===== config.mk =====
export PLATFORM = sky130hd
export DESIGN_NAME = irq_ctrl
export DESIGN_NICKNAME = d
export VERILOG_FILES = /design/src/rtl/irq_pkg.sv /design/src/rtl/irq_edge_capture.sv /design/src/rtl/irq_prio_enc.sv /design/src/rtl/irq_ctrl.sv
export SDC_FILE = /design/constraint.sdc
export NUM_CORES = 1
export LEC_CHECK = 0
export ABC_AREA = 1
export CELL_PAD_IN_SITES_DETAIL_PLACEMENT = 0
export CELL_PAD_IN_SITES_GLOBAL_PLACEMENT = 1
export CORE_UTILIZATION = 40
export CTS_BUF_LIST = sky130_fd_sc_hd__clkbuf_4
export CTS_CLUSTER_SIZE = 40
export DETAILED_ROUTE_END_ITERATION = 8
export DONT_BUFFER_PORTS = 1
export PLACE_DENSITY_LB_ADDON = 0.1
export SLEW_MARGIN = 25
export SYNTH_ARGS = -nofsm -noshare
export SYNTH_HDL_FRONTEND = slang
export SYNTH_SLANG_ARGS = --single-unit

===== constraint.sdc =====
create_clock -name clk -period 1.1 [get_ports clk]
set_input_delay 0.055 -clock clk [delete_from_list [all_inputs] [get_ports clk]]
set_output_delay 0.055 -clock clk [all_outputs]
set_load 0.1 [all_outputs]

===== src/rtl/irq_pkg.sv =====
// Shared types and helpers for the irq_ctrl interrupt controller.
package irq_pkg;

    typedef enum logic [1:0] {
        ST_IDLE    = 2'd0,
        ST_REQ     = 2'd1,
        ST_SERVICE = 2'd2
    } irq_state_e;

    localparam int IRQ_N_MAX = 16;

    function automatic int irq_id_w(input int n);
        return (n > 1) ? $clog2(n) : 1;
    endfunction

endpackage


===== src/rtl/irq_edge_capture.sv =====
// Rising-edge detector feeding a sticky pending register; a new edge beats a clear.
module irq_edge_capture #(
    parameter int N = 8
) (
    input  logic         clk,
    input  logic         rst,
    input  logic [N-1:0] i_irq,
    input  logic [N-1:0] i_clr,
    output logic [N-1:0] o_pending
);

    logic [N-1:0] r_prev;
    logic [N-1:0] r_pending;
    logic [N-1:0] w_rise;

    assign w_rise    = i_irq & ~r_prev;
    assign o_pending = r_pending;

    // Previous-sample register and pending set/clear
    always_ff @(posedge clk) begin
        if (rst) begin
            r_prev    <= '0;
            r_pending <= '0;
        end else begin
            r_prev    <= i_irq;
            r_pending <= (r_pending & ~i_clr) | w_rise;
        end
    end

endmodule


===== src/rtl/irq_prio_enc.sv =====
// N-input priority encoder; highest set index wins, o_valid flags a nonzero vector.
module irq_prio_enc
    import irq_pkg::*;
#(
    parameter  int N    = 8,
    localparam int ID_W = irq_id_w(N)
) (
    input  logic [N-1:0]    i_vec,
    output logic [ID_W-1:0] o_id,
    output logic            o_valid
);

    // Ascending scan so the last (highest) set bit overrides lower ones
    always_comb begin
        o_id    = '0;
        o_valid = 1'b0;
        for (int i = 0; i < N; i++) begin
            if (i_vec[i]) begin
                o_id    = ID_W'(i);
                o_valid = 1'b1;
            end else begin
                o_id    = o_id;
                o_valid = o_valid;
            end
        end
    end

endmodule


===== src/rtl/irq_ctrl.sv =====
// Interrupt controller: edge capture, enable mask, priority select and a
// request/ack/done handshake that presents one interrupt at a time.
module irq_ctrl
    import irq_pkg::*;
#(
    parameter  int N    = 8,
    localparam int ID_W = irq_id_w(N)
) (
    input  logic            clk,
    input  logic            rst,
    input  logic [N-1:0]    irq_in,
    input  logic            mask_we,
    input  logic [N-1:0]    mask_wdata,
    input  logic [N-1:0]    pend_clr,
    input  logic            irq_ack,
    input  logic            irq_done,
    output logic            irq_req,
    output logic [ID_W-1:0] irq_id,
    output logic            in_service,
    output logic [N-1:0]    pending,
    output logic [N-1:0]    mask
);

    irq_state_e      r_state;
    irq_state_e      w_state_next;
    logic [ID_W-1:0] r_irq_id;
    logic [ID_W-1:0] w_irq_id_next;
    logic            r_irq_req;
    logic            r_in_service;
    logic [N-1:0]    r_mask;
    logic [N-1:0]    w_pending;
    logic [N-1:0]    w_masked;
    logic [N-1:0]    w_ack_clr;
    logic [N-1:0]    w_clr;
    logic [ID_W-1:0] w_enc_id;
    logic            w_enc_valid;

    assign w_masked = w_pending & r_mask;
    assign w_clr    = pend_clr | w_ack_clr;

    irq_edge_capture #(.N(N)) u_edge (
        .clk       (clk),
        .rst       (rst),
        .i_irq     (irq_in),
        .i_clr     (w_clr),
        .o_pending (w_pending)
    );

    irq_prio_enc #(.N(N)) u_enc (
        .i_vec   (w_masked),
        .o_id    (w_enc_id),
        .o_valid (w_enc_valid)
    );

    // Next-state logic; the presented id is frozen from REQ until back in IDLE
    always_comb begin
        w_state_next  = r_state;
        w_irq_id_next = r_irq_id;
        w_ack_clr     = '0;
        case (r_state)
            ST_IDLE: begin
                if (w_enc_valid) begin
                    w_state_next  = ST_REQ;
                    w_irq_id_next = w_enc_id;
                end else begin
                    w_state_next  = ST_IDLE;
                end
            end
            ST_REQ: begin
                if (irq_ack) begin
                    w_state_next = ST_SERVICE;
                    w_ack_clr    = {{(N-1){1'b0}}, 1'b1} << r_irq_id;
                end else begin
                    w_state_next = ST_REQ;
                end
            end
            ST_SERVICE: begin
                if (irq_done) begin
                    w_state_next = ST_IDLE;
                end else begin
                    w_state_next = ST_SERVICE;
                end
            end
            default: begin
                w_state_next  = ST_IDLE;
                w_irq_id_next = '0;
            end
        endcase
    end

    // State, id, mask and registered handshake outputs
    always_ff @(posedge clk) begin
        if (rst) begin
            r_state      <= ST_IDLE;
            r_irq_id     <= '0;
            r_irq_req    <= 1'b0;
            r_in_service <= 1'b0;
            r_mask       <= '0;
        end else begin
            r_state      <= w_state_next;
            r_irq_id     <= w_irq_id_next;
            r_irq_req    <= (w_state_next == ST_REQ);
            r_in_service <= (w_state_next == ST_SERVICE);
            r_mask       <= mask_we ? mask_wdata : r_mask;
        end
    end

    assign irq_req    = r_irq_req;
    assign irq_id     = r_irq_id;
    assign in_service = r_in_service;
    assign pending    = w_pending;
    assign mask       = r_mask;

endmodule


# Word level (Yosys, flattened, before mapping)
# Cells that the tools add are included.
dict set report word_totals {
  ff_bits 31
  in_bits 29
  out_inout_bits 21
  word_cells 47
}
dict set report op_classes {
  n_eq_ne 5
  shifts 1
  n_mux 23
  bitwise_logic 8
  reduce_logical 3
}
# cell n
set op_table {}
lappend op_table {{8-bit bitwise AND} 3}
lappend op_table {{8-bit two-way mux} 2}
lappend op_table {{8-bit inverter} 2}
lappend op_table {{8-bit bitwise OR} 2}
lappend op_table {{3-bit two-way mux} 5}
lappend op_table {{1-bit two-way mux} 10}
lappend op_table {{2-bit two-way mux} 4}
lappend op_table {{1-bit by 3-bit left shift with 8-bit output, first input constant} 1}
lappend op_table {{2-bit case mux with 3 select lines} 1}
lappend op_table {{3-bit case mux with 2 select lines} 1}
lappend op_table {{2-bit by 1-bit == test with 1-bit output, second input constant} 2}
lappend op_table {{2-bit == test, second input constant} 2}
lappend op_table {{2-bit logical NOT} 1}
lappend op_table {{2-bit by 1-bit != test with 1-bit output, second input constant} 1}
lappend op_table {{2-bit AND reduction} 1}
lappend op_table {{2-bit OR reduction} 1}
lappend op_table {{1-bit inverter} 1}

# Depth between registers and ports, before layout
# Gate-level depths: netlist (run 1).
dict set report depth {
  ltp_word 12
  mapped_depth 10
}

# Modules after synthesis
# Synthesis (run 1) repeated with hierarchy kept, for this count alone.
dict set report hier_totals {
  hier_cells 200
  hier_area_um2 1451.4
}
# mod n_inst cells_per_inst area_per_inst_um2
set modules_own_cells {}
lappend modules_own_cells {irq_ctrl 1 105 735.7}
lappend modules_own_cells {irq_edge_capture 1 75 638.1}
lappend modules_own_cells {irq_prio_enc 1 20 77.6}

# Least setup slack after synthesis (run 1)
# Ideal clock, no wire load.
dict set report synth_timing {
  kind {reg2reg}
  startpoint {reg u_edge.r_pending[6] (netlist: u_edge.o_pending[6])}
  endpoint {reg r_irq_id[1] (netlist: irq_id[1])}
  setup_time_ns 0.070
  arrival_ns 1.681
  slack_ns -0.651
  stages_incl_launch_ff 9
  path_cell_list {dfxtp_1 > nand2_1 > nand2_1 > nor2_2 > nand2_2 > nand2_1 > nor2_2 > nand2_1 > a21oi_1}
}
dict set report synth_between {
  elab_chain_len 5
  word_cells_on_any_way 9
}
# item line
set synth_rtl {}
lappend synth_rtl {{start, declared} irq_edge_capture.sv:13} ;# logic [N-1:0] r_pending;
lappend synth_rtl {{start signal, assigned} irq_edge_capture.sv:26} ;# r_pending <= (r_pending & ~i_clr) | w_rise;
lappend synth_rtl {{8-bit bitwise AND (*)} irq_ctrl.sv:38} ;# assign w_masked = w_pending & r_mask;
lappend synth_rtl {{3-bit two-way mux or 1-bit two-way mux (tied branches) (2 in a row)} irq_prio_enc.sv:18} ;# if (i_vec[i]) begin
lappend synth_rtl {{3-bit two-way mux or 2-bit by 1-bit != test with 1-bit output (tied branches)} -}
lappend synth_rtl {{3-bit case mux with 2 select lines or 2-bit AND reduction (tied branches)} -}
lappend synth_rtl {{end signal, assigned} irq_ctrl.sv:101} ;# r_irq_id <= w_irq_id_next;
lappend synth_rtl {{end, declared} irq_ctrl.sv:26} ;# logic [ID_W-1:0] r_irq_id;
# Every way passes the cells marked *; elsewhere a longest branch is shown, timed or not. The select of a mux whose other input is x is not followed.
# A chain may end at the register's enable or synchronous reset.

# Worst setup path in the final report (run 1)
dict set report layout_timing {
  startpoint {reg r_state[1]}
  endpoint {reg u_edge.r_pending[0] (netlist: u_edge.o_pending[0])}
}
dict set report layout_between {
  elab_chain_len 6
}
# item line
set layout_rtl {}
lappend layout_rtl {{start, declared} irq_ctrl.sv:24} ;# irq_state_e r_state;
lappend layout_rtl {{start signal, assigned} irq_ctrl.sv:100} ;# r_state <= w_state_next;
lappend layout_rtl {{2-bit by 1-bit == test with 1-bit output} irq_ctrl.sv:60} ;# case (r_state)
lappend layout_rtl {{8-bit two-way mux} irq_ctrl.sv:60}
lappend layout_rtl {{8-bit bitwise OR} irq_ctrl.sv:39} ;# assign w_clr = pend_clr | w_ack_clr;
lappend layout_rtl {{8-bit inverter} irq_edge_capture.sv:26}
lappend layout_rtl {{8-bit bitwise AND} irq_edge_capture.sv:26}
lappend layout_rtl {{8-bit bitwise OR} irq_edge_capture.sv:26}
# Every way passes these cells.

==> metrics, run 1 <==
result of the run finished, violations left; violations in the final reports negative hold slack, negative setup slack; final design instance area without fill 2000 sq um; Core ar. 3030 sq um; clock root cell clkbuf_4; via density per instance 4.74; DR WL/cell 12.5 um; setup repair after global routing missed its margin true; vias in the first global route 1256; synthesized area 1260 sq um; initial cell density of the core 41.6%; slowest CP cell dfxtp_2; area used by multi-input combinational logic 666 sq um; cell type with the largest total area after synthesis dfxtp_1; number of buffers on the longest clock path 2; quantity of I/O buffers inserted on ports 0; Top Ports 50; synthesis-to-layout area growth 58.7%; worst IR drop on VDD 0.936 mV; commonest cells after routing, fill and taps aside 46 x nor2_1, 26 x buf_4, 24 x dlygate4sd3_1; H-Tree Level Count 2; die boundary width 58.1 um; number of failing hold endpoints at the final stage 16; cells after synthesis 173; synthesized area per cell 7.28 sq um; Residual DRC 0; path length in cells of the critical path 7; longest individual stage delay on the worst path 0.34 ns; crit path time final 1.18 ns; cells along the critical path inv_2 -> ha_4 -> nand2_4 -> nor2_4 -> a21oi_1 -> a21oi_1 -> nor2_1; final count of negative-setup-slack endpoints 12; Final HPWL DP 2.29 mm; overall track demand over capacity in global routing 21.3%; start of the worst register-to-register path r_state[1]; number of iterations in the first detailed-routing pass 4; fraction of layout cells with a size suffix above 1 37.4%; destination of the critical timing path u_edge.o_pending[0]; Relative slew margins 80.2%; commonest non-fill, non-tap cell in the layout nor2_1; clock buffers created by TritonCTS 5; layout net count 262; Setup Crit Path Kind reg -> reg; maximum number of pins on one net before global-route repair 25; Antenna Diode Count 0; clock edge transition at the registers on the reported setup and hold paths 0.09 ns; Most Frequent Cell on Critical Path a21oi_1; worst endpoint required time 1.33 ns; hold buffers post-CTS 25; post-placement worst setup slack -0.162 ns; source of the critical timing path r_state[1]; depth of the worst register-to-register path 7; skew final 0.00784 ns; CTS tree done; total length of routed wires 3.41 mm; area share of the largest cell type after synthesis 49.3%; Peak Freq 0.851 GHz; area of the die 3380 sq um; worst hold margin -0.233 ns; global-route wire length before repair 5.31 mm; Sinks on Clock Net 31; part of the cycle the worst path needs 107%; initial antenna violation count 0; maximum net fanout on the critical path 4; Syn. warnings 0; clock latency on the worst-skew pair 0.33 ns; class of the tightest hold or removal check in -> reg; number of nets still failing antenna checks after routing 0; register area 697 sq um; leftover overflow at the end of global routing 0; kind of capture point of the worst setup path flip-flop; critical path buffer and inverter count 1; 1st-iter DRT viols 51; die boundary height 58.1 um; flops & latches, synth 31; leakage power of the design 0.967 nW; net count after synthesis 206; power density cells 1400 nW/um^2; total vias in the final route 1298; CP delay by family, top flip-flops; Worst Path Arrival 1.40 ns; Worst Tran Pin Value 0.298 ns; max capacitance violation total 0; distinct cell type count of the synthesized netlist 14; Critical Path Source Type flip-flop; most area-consuming cells after synthesis dfxtp_1 49%, nor2_1 15%, nand2_1 7.7%; number of pins with negative max-slew slack in the final report 0; placer's final routability congestion estimate 0.812; placed cell area 1600 sq um; post-route setup slack -0.0757 ns; standard-cell rows 20; sequential share of the synthesized area 49.3%; reg2reg setup slack -0.08 ns; endpoint of the lowest-slack register-to-register path u_edge.o_pending[0]; Fill cells 272
metal layers:
layer  routed length [um]  vias to the layer above  part of all wire (%)  track usage, %
met2                 1640                       48                    48            36.1
li1                     -                      650                     -               -
met5                    0                        -                     0               0
met1                 1500                      593                    44            25.3
met3                  221                        7                   6.5            5.58
met4                   51                        0                   1.5            9.18
synth_stat cells:
library cell / count
a31o_2: 1
inv_1: 22
a21oi_2: 1
o21ai_2: 2
nor2_1: 49
clkbuf_1: 2
dfxtp_1: 31
nand2_2: 4
nor3_1: 2
nor2_2: 2
o21ai_0: 9
nand2_1: 26
a21oi_1: 18
ha_1: 4
power breakdown:
part	switching (mW)	internal [mW]	total, mW	leakage (nW)
clock network	0.378	0.261	0.639	0.0307
logic	0.632	0.264	0.896	0.666
registers	0.0656	1.19	1.26	0.270
total	1.08	1.72	2.79	0.967
through the flow:
step,std cells,power (mW),setup TNS (ns),hold WS [ns],utilization (%)
finish,274,2.79,-0.578,-0.233,66.0
global route,274,2.92,-1.64,-0.253,66.0
CTS,273,2.77,-0.387,-0.248,63.7
detailed placement,240,2.04,-1.35,0.115,52.9
global placement,240,2.03,-0.519,0.113,52.9
floorplan,173,1.90,-0.500,0.114,-
worst register-to-register path: stages (launching register included):
cell     delay [ns]
dfxtp_2        0.34
inv_2          0.08
ha_4           0.15
nand2_4        0.07
nor2_4         0.17
a21oi_1        0.08
a21oi_1        0.13
nor2_1         0.05
cell families after synthesis:
logic type	after synthesis	share of synthesized area, %
AOI/OAI and AO/OA	31	13.5
DFF	31	49.3
buffers and inverters	24	7.15
and+or+nand+nor	83	26.1
adders and majority gates	4	3.97
timing repair:
action / in CTS / in global routing
cloned: 0 / 0
setup endpoints to repair: 14 / 16
pin swaps: 3 / 13
hold endpoints to repair: 31 / 15
setup buffers: 0 / 2
resized for setup: 9 / 17
area by class of cell:
class | instances | share of cell area (%)
well taps | 44 | 2.75
multi-input cells | 118 | 33.3
inverters | 22 | 4.13
repair buffers | 51 | 22.3
clock inverters | 2 | 0.375
flip-flops and latches | 31 | 34.9
clock buffers | 6 | 2.25
worst min-delay path by stage:
stage | slack, ns | end | from | cells past startpoint
finish | -0.23 | irq_id[0] | rst | 1
global route | -0.25 | irq_id[2] | rst | 1
CTS | -0.25 | irq_id[0] | rst | 1
detailed placement | 0.11 | irq_id[0] | rst | 1
global placement | 0.11 | irq_id[0] | rst | 1
floorplan | 0.11 | irq_id[1] | rst | 1
sequential cells by signal, summed over array words and instances (netlist names):
| name | flops |
|---|---|
| u_edge.r_prev | 8 |
| irq_id | 3 |
| in_service | 1 |
| r_state | 2 |
| u_edge.o_pending | 8 |
| irq_req | 1 |
| mask | 8 |
Note: power is estimated with default switching activity, not from simulation.
==> run 2: changes to the inputs <==
- CORE_UTILIZATION: 40 -> 41
- SYNTH_HIERARCHICAL: unset -> 1
==> run 2 against run 1 <==
The run ends with negative setup slack left. Non-clock buffer count up 26. Sequential cell count unchanged. Combinational power up 16%. Highest routed layer unchanged. Die area up 12%. Clock skew down 0.0017 ns. Sequential share of layout area down 6.1 points. Fmax down 11%. Sequential power about the same. Wire length up 18%. Final cell count up 20%.
==> metrics, run 2 <==
power consumption 3.15 mW (+13%); final design instance area without fill 2420 sq um (+21%); number of iterations in the first detailed-routing pass 4 (unchanged); longest individual stage delay on the worst path 0.34 ns (about the same); Sinks on Clock Net 31 (unchanged); quantity of I/O buffers inserted on ports 0 (unchanged); area share of the largest cell type after synthesis 42.8% (-6.5 points); leftover overflow at the end of global routing 0 (unchanged); Antenna Diode Count 0 (unchanged); number of buffers on the longest clock path 2 (unchanged); maximum number of pins on one net before global-route repair 17 (-32%); skew final 0.00617 ns (-0.00167 ns); number of enable flip-flop cells after synthesis 0 (unchanged); leakage power of the design 1.22 nW (+26%); overall track demand over capacity in global routing 23.8% (+2.5 points); cells along the critical path inv_2 -> ha_4 -> nand2_2 -> or2_4 -> o21bai_1 -> inv_1 -> nand3_1 -> nand2_1; placed cell area 1790 sq um (+12%); number of nets still failing antenna checks after routing 0 (unchanged); DR WL/cell 12.2 um (-2.0%); total length of routed wires 4.02 mm (+18%); number of failing hold endpoints at the final stage 0 (-16); synthesized area per cell 7.26 sq um (-0.36%); Worst Tran Pin Value 0.752 ns (+0.454 ns); initial cell density of the core 43.2% (+1.5 points); flops & latches, synth 31 (unchanged); power density cells 1300 nW/um^2 (-7.0%); Fill cells 283 (+4.0%); most area-consuming cells after synthesis dfxtp_1 43%, inv_1 13%, nand2_1 9.6%; Top Ports 50 (unchanged); slowest CP cell dfxtp_2; area of the die 3780 sq um (+12%); final count of negative-setup-slack endpoints 15 (+3); clock buffers created by TritonCTS 5 (unchanged); global-route wire length before repair 6.32 mm (+19%); number of pins with negative max-slew slack in the final report 0 (unchanged); kind of capture point of the worst setup path flip-flop; Residual DRC 0 (unchanged); commonest cells after routing, fill and taps aside 44 x inv_1, 43 x dlygate4sd3_1, 30 x nand2_1; crit path time final 1.32 ns (+0.149 ns); worst endpoint required time 1.33 ns (about the same); die boundary width 61.5 um (+5.8%); cell type with the largest total area after synthesis dfxtp_1; fraction of layout cells with a size suffix above 1 34.6% (-2.8 points); Syn. warnings 6 (+6); Final HPWL DP 2.64 mm (+15%); violations in the final reports negative setup slack; layout net count 315 (+20%); top-count cell post-synth inv_1; Setup Crit Path Kind reg -> reg; setup repair after global routing missed its margin true; part of the cycle the worst path needs 120% (+14 points); top cells by instance count after synthesis 51 x inv_1, 37 x nand2_1, 31 x dfxtp_1; synthesis-to-layout area growth 67.1%; 1st-iter DRT viols 35 (-31%); initial antenna violation count 0 (unchanged); cells after synthesis 200 (+16%); synthesized area 1450 sq um (+15%); result of the run finished, violations left; via density per instance 4.53 (-4.3%); H-Tree Level Count 2 (unchanged); ys async rst share 0% (unchanged); vias in the first global route 1516 (+21%); commonest non-fill, non-tap cell in the layout inv_1; max capacitance violation total 0 (unchanged); Core ar. 3360 sq um (+11%); post-route setup slack -0.225 ns (-0.149 ns); class of the tightest hold or removal check in -> reg; placer's final routability congestion estimate 0.771 (-5.1%); sequential share of the synthesized area 42.8% (-6.5 points); die boundary height 61.5 um (+5.8%); standard-cell rows 21 (+5.0%); Primary FF master, synth dfxtp_1; CTS tree done; Worst Path Arrival 1.56 ns (+0.16 ns); total negative slack -1.89 ns (-1.31 ns); Peak Freq 0.755 GHz (-11%); clock root cell clkbuf_4; Relative slew margins 49.7% (-30 points); clock latency on the worst-skew pair 0.34 ns (about the same); maximum net fanout on the critical path 4 (unchanged); total vias in the final route 1491 (+15%); worst IR drop on VDD 0.661 mV (-29%); clock edge transition at the registers on the reported setup and hold paths 0.10 ns (about the same); Critical Path Source Type flip-flop; net count after synthesis 233 (+13%); distinct cell type count of the synthesized netlist 16 (+2)
-- run 2: cell count changes after synthesis, moves of 3 or more --
cell,before,now
a21oi_1,18,3
inv_1,22,51
nand2_1,26,37
nand2_2,4,0
nand3_1,0,11
nand3_2,0,9
nand4_1,0,3
nor2_1,49,28
o21bai_1,0,8
-- run 2: cell families after synthesis --
group / Yosys count / synth area share [%]
AO/OA/AOI/OAI: 21 / 8.62
buffers and inverters: 54 / 16.1
AND/OR/NAND/NOR: 90 / 29.1
flip-flops: 31 / 42.8
adder cells (fa/ha/maj): 4 / 3.45
-- run 2: what timing repair did --
action	CTS	global route
resized for setup	15	17
hold endpoints to repair	31	4
hold buffers	43	2
buffers inserted	5	2
pin swaps	18	15
setup endpoints to repair	15	19
-- run 2: where the power goes --
part | switching, mW | internal [mW] | total (mW) | leakage, nW
Sequential | 0.0522 | 1.19 | 1.24 | 0.270
Clock | 0.399 | 0.467 | 0.866 | 0.0426
Combinational | 0.688 | 0.350 | 1.04 | 0.904
Total | 1.14 | 2.01 | 3.15 | 1.22
-- run 2: final cells by class --
type	count	area, sq um	area share [%]
Tap cell	46	57.6	2.37
Clock buffer	5	37.5	1.55
Multi-Input combinational cell	115	684	28.2
Sequential cell	31	697	28.7
Timing Repair Buffer	77	704	29.1
Clock inverter	3	38.8	1.60
Inverter	52	205	8.46
-- run 2: final timing paths --
| path | startpoint | to | slack (ns) | cells after the start |
|---|---|---|---|---|
| worst min register to register | u_edge/r_prev[0] | u_edge/o_pending[0] | 0.47 | 3 |
| worst min-delay path | mask_we | mask[0] | 0.03 | 3 |
| worst max register to register | r_state[1] | u_edge/o_pending[2] | -0.22 | 8 |
| worst max-delay path | r_state[1] | u_edge/o_pending[2] | -0.22 | 8 |
-- run 2: metrics by stage --
stage	utilization, %	worst slack (ns)	std cells	hold slack [ns]
6_report	72.1	-0.225	329	0.0264
5_1_grt	72.1	-0.279	329	0.0150
4_1_cts	70.3	-0.238	328	-0.245
3_5_place_dp	53.1	-0.274	273	0.121
3_3_place_gp	53.1	-0.226	273	0.122
2_1_floorplan	-	-0.263	200	0.114
-- run 2: worst max-delay path: cells and delay by family, from the launching register on --
family          cells  cell delay [ns]
compound gates      1             0.18
buf+inv             2             0.14
fa+ha+maj           1             0.14
flops               1             0.34
simple gates        4             0.42
-- run 2: routing by layer --
layer | GRT usage [%] | part of all wire, %
met4 | 10.2 | 1.9
met1 | 24.8 | 41
met5 | 0 | 0
met2 | 43.0 | 52
met3 | 8.40 | 5.6
==> run 3: changes to the inputs <==
- CORE_ASPECT_RATIO: unset -> 1.2
==> run 3 against run 2 <==
Critical path type unchanged. Count of clock-buffer cells in the layout grew 2. Register-to-register slack improved by 0.07 ns. First-iteration DRC count shrank 49%. Setup slack improved by 0.075 ns. Largest cell class is now multi-input combinational cells. The flow still finishes with violations (negative setup slack). Non-clock buffer count down 15. Global-route usage down 2.8 points. Total power decreased by 8.0%. Combinational power decreased by 5%. Sequential power is essentially flat. Utilization decreased by 5.0 points. Critical path depth unchanged. Final cell count is 7.3% lower.
==> metrics, run 3 (synthesis gave the netlist of run 2 again) <==
initial antenna violation count 0 (unchanged); die boundary width 56.3 um (-8.4%); 1st-iter DRT viols 18 (-49%); Critical Path Source Type flip-flop; Residual DRC 0 (unchanged); longest individual stage delay on the worst path 0.33 ns (about the same); setup repair after global routing missed its margin true; post-route setup slack -0.150 ns (+0.0749 ns); number of failing hold endpoints at the final stage 0 (unchanged); leakage power of the design 1.14 nW (-6.4%); endpoint of the lowest-slack register-to-register path u_edge/o_pending[2]; cells along the critical path inv_2 -> ha_4 -> nand2_4 -> or2_4 -> o21bai_1 -> inv_1 -> nand3_2 -> nand2_1; power consumption 2.90 mW (-8.0%); Peak Freq 0.800 GHz (+6.0%); worst hold path stage count 3 (unchanged); start of the worst register-to-register path r_state[1]; Sinks on Clock Net 31 (unchanged); crit path time final 1.25 ns (-0.0749 ns); placer's final routability congestion estimate 0.825 (+7.0%); Top Ports 50 (unchanged); reg2reg setup slack -0.15 ns (+0.07 ns); clock latency on the worst-skew pair 0.33 ns (about the same); clock root cell clkbuf_4; area of the die 3780 sq um (about the same); Relative slew margins 68.3% (+19 points); total negative slack -1.39 ns (+0.497 ns); Worst Hold Path EP mask[6]; power density cells 1280 nW/um^2 (-1.3%); clock edge transition at the registers on the reported setup and hold paths 0.09 ns (about the same); class of the tightest hold or removal check in -> reg; Setup Crit Path Kind reg -> reg; leftover overflow at the end of global routing 0 (unchanged); worst endpoint required time 1.32 ns (about the same); DR WL/cell 11.9 um (-2.8%); worst IR drop on VDD 0.901 mV (+36%); depth of the worst register-to-register path 8 (unchanged); slowest CP cell dfxtp_2; vias in the first global route 1389 (-8.4%); standard-cell rows 23 (+9.5%); initial cell density of the core 43.1% (-0.048 points); die boundary height 67.2 um (+9.2%); CTS tree done; max capacitance violation total 0 (unchanged); number of nets still failing antenna checks after routing 0 (unchanged); fraction of layout cells with a size suffix above 1 35.4% (+0.82 points); Core ar. 3370 sq um (+0.11%); Worst Path Arrival 1.47 ns (-0.09 ns); H-Tree Level Count 2 (unchanged); number of pins with negative max-slew slack in the final report 0 (unchanged); HP Start mask_we; violations in the final reports negative setup slack; via density per instance 4.59 (+1.4%); commonest non-fill, non-tap cell in the layout inv_1; layout net count 300 (-4.8%); maximum number of pins on one net before global-route repair 17 (unchanged); global-route wire length before repair 5.91 mm (-6.4%); clock buffers created by TritonCTS 5 (unchanged); skew final 0.0102 ns (+0.00405 ns); Worst Tran Pin Value 0.474 ns (-0.278 ns); Antenna Diode Count 0 (unchanged); final count of negative-setup-slack endpoints 14 (-1); number of buffers on the longest clock path 2 (unchanged); synthesis-to-layout area growth 55.7%; worst hold margin 0.00497 ns (-0.0214 ns); quantity of I/O buffers inserted on ports 0 (unchanged); overall track demand over capacity in global routing 21.0% (-2.8 points); number of iterations in the first detailed-routing pass 4 (unchanged); part of the cycle the worst path needs 114% (-6.8 points); result of the run finished, violations left; commonest cells after routing, fill and taps aside 44 x inv_1, 33 x dlygate4sd3_1, 31 x nand2_1; total vias in the final route 1401 (-6.0%); total length of routed wires 3.62 mm (-9.9%); kind of capture point of the worst setup path flip-flop; Final HPWL DP 2.57 mm (-2.5%); maximum net fanout on the critical path 4 (unchanged)
run 3: how the worst max path moves through the flow:
stage                    start  cells past startpoint                  end  slack (ns)
floorplan              mask[3]                     11            irq_id[0]       -0.26
global placement       mask[3]                     10              irq_req       -0.21
detailed placement     mask[3]                     10              irq_req       -0.26
CTS                 r_state[1]                      8  u_edge/o_pending[2]       -0.17
global route        r_state[1]                      8  u_edge/o_pending[0]       -0.24
finish              r_state[1]                      8  u_edge/o_pending[2]       -0.15
run 3: layout make-up:
class,instances,area [sq um]
timing repair buffer,62,559
clock inverter,1,5.00
tap,37,46.3
fill,304,1110
clock buffer,7,52.6
multi-input combinational,115,699
inverter,52,203
sequential,31,694
run 3: critical path, delay by kind of cell (launching register included):
kind / cells / cell delay (ns)
simple gates: 4 / 0.40
flops: 1 / 0.33
buf+inv: 2 / 0.15
fa+ha+maj: 1 / 0.14
compound gates: 1 / 0.13
run 3: routing by layer:
layer	vias to the layer above	GRT usage, %	routed length, um
li1	735	-	-
met1	622	21.2	1450
met2	36	38.2	1860
met3	8	7.09	211
met4	0	11.9	97
met5	-	0	0
run 3: where the power goes:
group / switching [mW] / total (mW) / internal, mW
clock network: 0.366 / 0.664 / 0.298
logic: 0.677 / 0.988 / 0.312
registers: 0.0527 / 1.24 / 1.19
total: 1.10 / 2.90 / 1.80
run 3: per-stage QoR:
step	utilization (%)	instances	instance area (sq um)	setup WS [ns]
floorplan	-	200	1540	-0.263
global placement	52.5	263	1770	-0.209
detailed placement	52.5	263	1770	-0.258
CTS	65.3	306	2200	-0.171
global route	67.1	305	2260	-0.238
finish	67.1	305	2260	-0.150
run 3: what timing repair did:
| item | in CTS | in global routing |
|---|---|---|
| hold buffers | 33 | 0 |
| gates resized for setup | 10 | 21 |
| pin swaps | 11 | 8 |
| endpoints found under the setup margin | 14 | 16 |
| hold endpoints to repair | 31 | 0 |
| setup buffers | 2 | 0 |
